[src/rtl/pc_fetch_unit.sv]
// PC holder and sequential fetch issuer with an in-order tag FIFO.
// Redirects/traps retarget the PC and mark in-flight responses as stale.
module pc_fetch_unit #(
    parameter int unsigned      XLEN         = 32,
    parameter logic [XLEN-1:0]  RESET_VECTOR = '0,
    parameter int unsigned      INC          = 4,
    parameter int unsigned      DEPTH        = 4,
    parameter int unsigned      ALIGN_BITS   = 2,
    localparam int unsigned     CW           = $clog2(DEPTH + 1),
    localparam int unsigned     PW           = $clog2(DEPTH)
) (
    input  logic            clk,
    input  logic            rst,
    input  logic            stall,
    input  logic            redirect_valid,
    input  logic [XLEN-1:0] redirect_addr,
    input  logic            trap_valid,
    input  logic [XLEN-1:0] trap_addr,
    output logic            req_valid,
    output logic [XLEN-1:0] req_addr,
    input  logic            req_ready,
    input  logic            rsp_valid,
    output logic            out_valid,
    output logic [XLEN-1:0] out_pc,
    output logic [XLEN-1:0] curr_addr,
    output logic [CW-1:0]   outstanding,
    output logic            misalign,
    output logic            rsp_err
);
    localparam logic [XLEN-1:0] ALIGN_MASK = (XLEN'(1) << ALIGN_BITS) - XLEN'(1);

    logic [XLEN-1:0] pc_q, pc_d;
    logic [CW-1:0]   cnt_q, cnt_d, disc_q, disc_d;
    logic [PW-1:0]   wr_ptr_q, wr_ptr_d, rd_ptr_q, rd_ptr_d;
    logic            misalign_q, misalign_d, rsp_err_q, rsp_err_d;
    logic [XLEN-1:0] fifo_mem [DEPTH];

    logic            redir, fire, pop;
    logic [XLEN-1:0] target;

    assign redir  = trap_valid | redirect_valid;
    assign target = trap_valid ? trap_addr : redirect_addr;

    assign req_valid = !stall && !redir && (cnt_q < CW'(DEPTH));
    assign fire      = req_valid && req_ready;
    assign pop       = rsp_valid && (cnt_q != '0);

    assign req_addr    = pc_q;
    assign curr_addr   = pc_q;
    assign outstanding = cnt_q;
    assign misalign    = misalign_q;
    assign rsp_err     = rsp_err_q;
    assign out_valid   = pop && (disc_q == '0);
    assign out_pc      = fifo_mem[rd_ptr_q];

    always_comb begin
        pc_d       = pc_q;
        cnt_d      = cnt_q;
        disc_d     = disc_q;
        wr_ptr_d   = wr_ptr_q;
        rd_ptr_d   = rd_ptr_q;
        misalign_d = 1'b0;
        rsp_err_d  = rsp_err_q;

        if (redir) begin
            pc_d       = target & ~ALIGN_MASK;
            misalign_d = |(target & ALIGN_MASK);
        end else if (fire) begin
            pc_d = pc_q + XLEN'(INC);
        end

        if (fire)
            wr_ptr_d = (wr_ptr_q == PW'(DEPTH - 1)) ? '0 : wr_ptr_q + PW'(1);
        if (pop)
            rd_ptr_d = (rd_ptr_q == PW'(DEPTH - 1)) ? '0 : rd_ptr_q + PW'(1);

        cnt_d = cnt_q + CW'(fire) - CW'(pop);

        // Everything still queued after this cycle's pop belongs to the old path.
        if (redir)
            disc_d = cnt_q - CW'(pop);
        else if (pop && disc_q != '0)
            disc_d = disc_q - CW'(1);

        if (rsp_valid && cnt_q == '0)
            rsp_err_d = 1'b1;
    end

    always_ff @(posedge clk or negedge rst) begin
        if (!rst) begin
            pc_q       <= RESET_VECTOR;
            cnt_q      <= '0;
            disc_q     <= '0;
            wr_ptr_q   <= '0;
            rd_ptr_q   <= '0;
            misalign_q <= 1'b0;
            rsp_err_q  <= 1'b0;
        end else begin
            pc_q       <= pc_d;
            cnt_q      <= cnt_d;
            disc_q     <= disc_d;
            wr_ptr_q   <= wr_ptr_d;
            rd_ptr_q   <= rd_ptr_d;
            misalign_q <= misalign_d;
            rsp_err_q  <= rsp_err_d;
        end
    end

    always_ff @(posedge clk) begin
        if (fire)
            fifo_mem[wr_ptr_q] <= pc_q;
    end
endmodule

[config.mk]
export PLATFORM = sky130hd
export DESIGN_NAME = pc_fetch_unit
export DESIGN_NICKNAME = d
export VERILOG_FILES = /design/src/rtl/pc_fetch_unit.sv
export SDC_FILE = /design/constraint.sdc
export NUM_CORES = 1
export LEC_CHECK = 0
export BUFFER_PORTS_ARGS = -buffer_cell sky130_fd_sc_hd__buf_4
export CAP_MARGIN = 20
export CORE_MARGIN = 3
export CORE_UTILIZATION = 55
export CTS_BUF_LIST = sky130_fd_sc_hd__clkbuf_2 sky130_fd_sc_hd__clkbuf_4 sky130_fd_sc_hd__clkbuf_8
export CTS_CLUSTER_SIZE = 28
export DETAILED_ROUTE_END_ITERATION = 16
export PLACE_DENSITY_LB_ADDON = 0.05
export SLEW_MARGIN = 20
export SYNTH_ARGS = -nofsm -noshare
export SYNTH_HDL_FRONTEND = slang
export SYNTH_SLANG_ARGS = --single-unit
export TNS_END_PERCENT = 50
[constraint.sdc]
create_clock -name clk -period 3.2 [get_ports clk]
set_clock_uncertainty 0.05 [all_clocks]
set_input_delay 0.64 -clock clk [delete_from_list [all_inputs] [get_ports clk]]
set_output_delay 0.64 -clock clk [all_outputs]
set_load 0.02 [all_outputs]
Word level (Yosys, flattened, before mapping)
Memory sizes are Yosys's and may differ from the RTL's.
Index checks and enable logic that the tools add are counted.

word-level totals
  register bits = 44
  logic and storage cells = 45
  input port bits = 71
  latch bits = 0
  output and inout bits = 103
  bits in writable memories = 128
  bits in read-only memories = 0
  memories kept = 1

memories
  name      depth  width  rd ports  clocked after memory_dff  write ports  line  RTL
  fifo_mem  4      32     1         0                         1            36    logic [XLEN-1:0] fifo_mem [DEPTH];

cells by class
  reductions and logical operators = 16
  $mul = 0
  shifts and indexed selects = 0
  bitwise gates (word level) = 1
  magnitude comparators = 1
  mux-type cells = 10
  div/mod/pow operators = 0
  add/sub/neg operators = 7
  eq/ne operators = 2

operators by type and width
  cell                   count
  $mux 32                3
  $add 32x3->32 const B  1
  $logic_and 1x1->1      7
  $logic_not 3->1        2
  $mux 3                 2
  $reduce_bool 3->1      2
  $sub 3x1->3            2
  $add 2x1->2 const B    2
  $eq 2x2->1 const B     2
  $mux 2                 2
  $reduce_bool 2->1      2
  $add 3x1->3            1
  $lt 3x3->1 const B     1
  $mux 1                 3
  $sub 3x1->3 const B    1
  $logic_not 1->1        2
  $reduce_or 2->1        1
  $or 1x1->1             1

Logic depth before layout (Yosys ltp)
  depth after elaboration = 7
  gate-level depth with buffers = 9

Least setup slack after synthesis
OpenSTA, ideal clock, no wires.

  path type = input to register
  start = in redirect_valid
  end = mem fifo_mem[0][10] (enable)
  library setup time = 0.390 ns
  cell stages on the path = 4
  buffers on the path = 2
  slack = 0.602 ns
  arrival time = 2.158 ns
  cells stage by stage = clkbuf_1 nor2_1 clkbuf_1 and3_1

on the way
  word-level cells in the longest chain between the ends = 7

ends and longest elaborated chain
  item                             line  RTL
  start, declared                  15    input logic redirect_valid,
  $or 1x1->1                       41    assign redir = trap_valid | redirect_valid;
  $logic_not 1->1                  44    assign req_valid = !stall && !redir && (cnt_q < CW'(DEPTH));
  $logic_and 1x1->1 (2 in series)  44
  $logic_and 1x1->1                45    assign fire = req_valid && req_ready;
  $mux 1                           110   if (fire)
  $mux 1 (not written as such)     111   fifo_mem[wr_ptr_q] <= pc_q;
  end, declared                    36

Every way passes these cells.

Worst setup path in the final report
  start = reg rd_ptr_q[0]
  end = out out_pc[24]

on the way
  word-level cells in the longest chain between the ends = 1

ends and longest elaborated chain
  item                    line  RTL
  start, declared         34    logic [PW-1:0] wr_ptr_q, wr_ptr_d, rd_ptr_q, rd_ptr_d;
  start signal, assigned  103   rd_ptr_q <= rd_ptr_d;
  $mem_v2 4x32            --
  end, declared           24    output logic [XLEN-1:0] out_pc,

Every way passes these cells.

==> tab_implementation.tex <==
\begin{tabular}{lr}
\hline
Metric & Value \\
\hline
\multicolumn{2}{l}{\textbf{Run status}} \\
\quad Result of the run & completed \\
\multicolumn{2}{l}{\textbf{Clock network}} \\
\quad H-tree depth reported by CTS & 4 \\
\quad PostCTS Resize Cnt & 0 \\
\quad Number of buffers inserted by post-CTS setup repair & 0 \\
\quad Cts hold-fix bufs & 0 \\
\quad Number of clock sinks & 162 \\
\quad Clock buffer depth & 2 \\
\quad Number of buffers added by the clock tree synthesis step & 17 \\
\quad Clock tree from TritonCTS & built \\
\quad Clock transition at path regs & 90 ps \\
\quad CTS root buffer & sky130\_fd\_sc\_hd\_\_clkbuf\_8 \\
\quad Worst-Skew Late Latency & 450 ps \\
\multicolumn{2}{l}{\textbf{Setup path}} \\
\quad Slowest-stage cell, CP & sky130\_fd\_sc\_hd\_\_dfrtp\_2 \\
\quad Crit Path Max Fanout & 19 \\
\quad Element type at the critical path end & output pin \\
\quad Slowest cell delay on critical path & 690 ps \\
\quad Worst r2r path cells & 7 \\
\quad Number of buffers and inverters on the critical path & 2 \\
\quad Cell family with most CP delay & flip-flops \\
\quad Reg2Reg Launch Point & curr\_addr[2] \\
\quad Data arrival, critical path & 2190 ps \\
\quad Cells along the critical path & buf\_12, mux4\_2, buf\_4 \\
\quad Reg2reg end & curr\_addr[30] \\
\quad Crit start category & register \\
\quad Crit Path Class & register to output pin \\
\quad Flop2flop setup slack & 810 ps \\
\quad Required time worst endpoint & 2510 ps \\
\multicolumn{2}{l}{\textbf{Pwr}} \\
\quad Post-layout power & 6220 µW \\
\quad Worst ir drop on vdd & 0.425 mV \\
\quad Total power density per cell area & 683 mW/mm² \\
\quad Leakage & 0.00361 µW \\
\multicolumn{2}{l}{\textbf{Hold path}} \\
\quad Worst hold path type & input pin to async pin \\
\multicolumn{2}{l}{\textbf{Floorplanning}} \\
\quad Num ports & 174 \\
\quad Starting Density & 57.5\% \\
\quad Area inside the core boundary & 0.0129 mm² \\
\quad Die Footprint & 0.0150 mm² \\
\quad Row count & 41 \\
\quad Die Span Y & 122 µm \\
\quad X dimension of the die & 122 µm \\
\multicolumn{2}{l}{\textbf{GRT}} \\
\quad Vias in the first global route & 5,124 \\
\quad Number of antenna violations at the first check in global routing & 0 \\
\quad Pin count of the biggest net entering global routing & 43 \\
\quad First-pass GRT wire length & 27.6 mm \\
\quad Grt total ovfl & 0 \\
\quad Total routing resource utilization after global routing & 24.8\% \\
\multicolumn{2}{l}{\textbf{STA}} \\
\quad Worst max-slew margin expressed relative to the limit & 60.4\% \\
\quad Sum Neg Setup Slack & 0 ps \\
\quad Setup Viol. Count Final & 0 \\
\quad Final clock period utilization by the worst path & 89.9\% \\
\quad Slew @ Worst Pin & 594 ps \\
\quad Final number of max-transition violations & 0 \\
\quad Timing-limited maximum frequency & 347 MHz \\
\quad Shortest clock period the worst path allows after layout & 2880 ps \\
\quad Unrepaired setup endpoints after global routing & no \\
\quad Count of endpoints failing hold in the final timing report & 0 \\
\multicolumn{2}{l}{\textbf{Placed design}} \\
\quad Port bufs & 167 \\
\quad Dpl cells & 849 \\
\quad Final GP Congestion & 0.924 \\
\quad Half-perimeter wire length after detailed placement & 11.9 mm \\
\multicolumn{2}{l}{\textbf{Cells and area}} \\
\quad Final nets & 780 \\
\quad Non-filler instance count after layout & 881 \\
\quad Relative area change from synthesis to final layout & 22.5\% \\
\quad Layout cell share with drive strength beyond 1 & 36.4\% \\
\quad Antenna cell count & 0 \\
\multicolumn{2}{l}{\textbf{Logic synthesis}} \\
\quad Xor and xnor area share after synthesis & 1.41\% \\
\quad Yosys top cell area share & 48.5\% \\
\quad Post-synthesis cell type count & 51 \\
\quad Ys flop type & sky130\_fd\_sc\_hd\_\_edfxtp\_1 \\
\quad Fraction of the mapped netlist area in compound gates & 8.29\% \\
\quad Number of flops mapped to enable cells by yosys & 120 \\
\quad Synthesized instance count & 547 \\
\quad Largest family of logic cells by synthesized area & multiplexers \\
\quad Sequential share of the synthesized area & 62.6\% \\
\quad Simple-gate portion of the synthesized area & 9.72\% \\
\quad Warnings from Yosys & 0 \\
\quad Area of the mapped netlist & 0.00744 mm² \\
\quad Mux cell area share after synthesis & 9.77\% \\
\quad Async S/R FF share, synth & 25.9\% \\
\quad Post-synthesis share of cell area spent on full adders, half adders and majority gates & 2.29\% \\
\quad Mapped Avg Cell Area & 13.6 µm² \\
\quad Synth Register Bits & 162 \\
\quad Post-synth top area cell & sky130\_fd\_sc\_hd\_\_edfxtp\_1 \\
\quad Leading cell types by total area after synthesis & sky130\_fd\_sc\_hd\_\_edfxtp\_1, sky130\_fd\_sc\_hd\_\_dfrtp\_1, sky130\_fd\_sc\_hd\_\_mux4\_2 \\
\multicolumn{2}{l}{\textbf{Drt}} \\
\quad Total routed wirelength & 17.7 mm \\
\quad Wire length per cell after detailed routing & 20.1 µm \\
\quad Number of search-and-repair iterations in the first detailed-routing pass & 5 \\
\quad Starting DRC count in detailed routing & 526 \\
\quad Via Count & 5,128 \\
\quad Average via count per standard cell & 5.82 \\
\quad Routed Antenna Nets & 0 \\
\quad DRC violations left & 0 \\
\multicolumn{2}{l}{\textbf{Job}} \\
\quad Max capacitance violation total & 0 \\
\hline
\end{tabular}
==> final cells by class <==
class	count	area, µm²
sequential	162	4660
fill	943	3810
multi-input combinational	312	2370
timing repair buffer	187	1420
clock buffer	18	241
tap	172	215
clock inverter	14	154
inverter	16	60.1
==> metrics by stage <==
stage	utilization [%]	instance area (µm²)	hold WS, ps	worst slack [ps]
detailed placement	67.4	8720	412	773
global route	70.5	9110	134	161
CTS	70.5	9110	120	254
floorplan	-	7460	294	602
global placement	67.4	8720	394	784
finish	70.5	9110	119	322
==> placed cells by master, fill, tap and decap left out, drive strengths merged, types with 3 or more instances in the layout <==
cell type,instances
edfxtp,120
clkinvlp,5
nor3,10
xor2,5
a31oi,5
o21ai,27
xnor2,7
a211oi,3
buf,187
inv,21
clkbuf,18
o221ai,7
ha,12
nor2,36
o31ai,4
nor4,3
nand3,14
o2bb2ai,9
a2bb2oi,5
a21o,3
and3,15
and2,3
nand4,11
a21oi,28
dfrtp,42
conb,6
nand2,47
mux2i,4
mux4,30
==> power by group <==
part           total (µW)  internal (µW)  leakage [µW]  switching (µW)
registers            2680           2430       0.00158             250
clock network        1490            712      0.000188             778
logic                2050            984       0.00185            1070
total                6220           4130       0.00361            2090
==> per-layer routing <==
| metal | routed length (µm) | share of wire [%] | vias to the layer above | track usage, % |
|---|---|---|---|---|
| li1 | - | - | 2332 | - |
| met5 | 0 | 0 | - | 0 |
| met4 | 453 | 2.6 | 0 | 10.3 |
| met3 | 1290 | 7.3 | 34 | 5.53 |
| met2 | 8650 | 49 | 215 | 38.5 |
| met1 | 7330 | 41 | 2547 | 34.3 |
==> worst max path at each step <==
stage | depth (start not counted) | start | end | slack, ps
finish | 3 | rd_ptr_q[0] | out_pc[24] | 320
detailed placement | 7 | stall | curr_addr[29] | 770
global route | 3 | rd_ptr_q[0] | out_pc[24] | 160
floorplan | 4 | redirect_valid | fifo_mem[0][10] | 600
CTS | 3 | rd_ptr_q[0] | out_pc[24] | 250
global placement | 3 | rd_ptr_q[0] | out_pc[24] | 780
==> state kept, by name, indices dropped and copies added (netlist names) <==
signal,count
curr_addr,30
wr_ptr_q,2
rsp_err,1
fifo_mem,120
rd_ptr_q,2
misalign,1
disc_q,3
outstanding,3
==> cell usage after synthesis, types with 6 or more instances <==
cell                        instances
sky130_fd_sc_hd__a21oi_1           28
sky130_fd_sc_hd__and3_1            15
sky130_fd_sc_hd__buf_1              6
sky130_fd_sc_hd__buf_4             36
sky130_fd_sc_hd__clkbuf_1          18
sky130_fd_sc_hd__dfrtp_1           42
sky130_fd_sc_hd__edfxtp_1         120
sky130_fd_sc_hd__ha_1              12
sky130_fd_sc_hd__inv_1             16
sky130_fd_sc_hd__mux4_2            30
sky130_fd_sc_hd__nand2_1           47
sky130_fd_sc_hd__nand3_1           14
sky130_fd_sc_hd__nand4_1           10
sky130_fd_sc_hd__nor2_1            35
sky130_fd_sc_hd__nor3_1            10
sky130_fd_sc_hd__o21ai_0           27
sky130_fd_sc_hd__o221ai_1           7
sky130_fd_sc_hd__o2bb2ai_1          9
sky130_fd_sc_hd__xnor2_1            7
==> cell families (layout without fill, tap and decap cells) <==
| kind of cell | after synthesis | after routing |
|---|---|---|
| muxes | 35 | 35 |
| other | 1 | 6 |
| and+or+nand+nor | 149 | 149 |
| buffers and inverters | 78 | 235 |
| xor gates and xnor gates | 12 | 12 |
| DFF | 162 | 162 |
| AOI/OAI and AO/OA | 97 | 97 |
| adders and majority gates | 13 | 13 |
(Power assumes the default switching activity.)
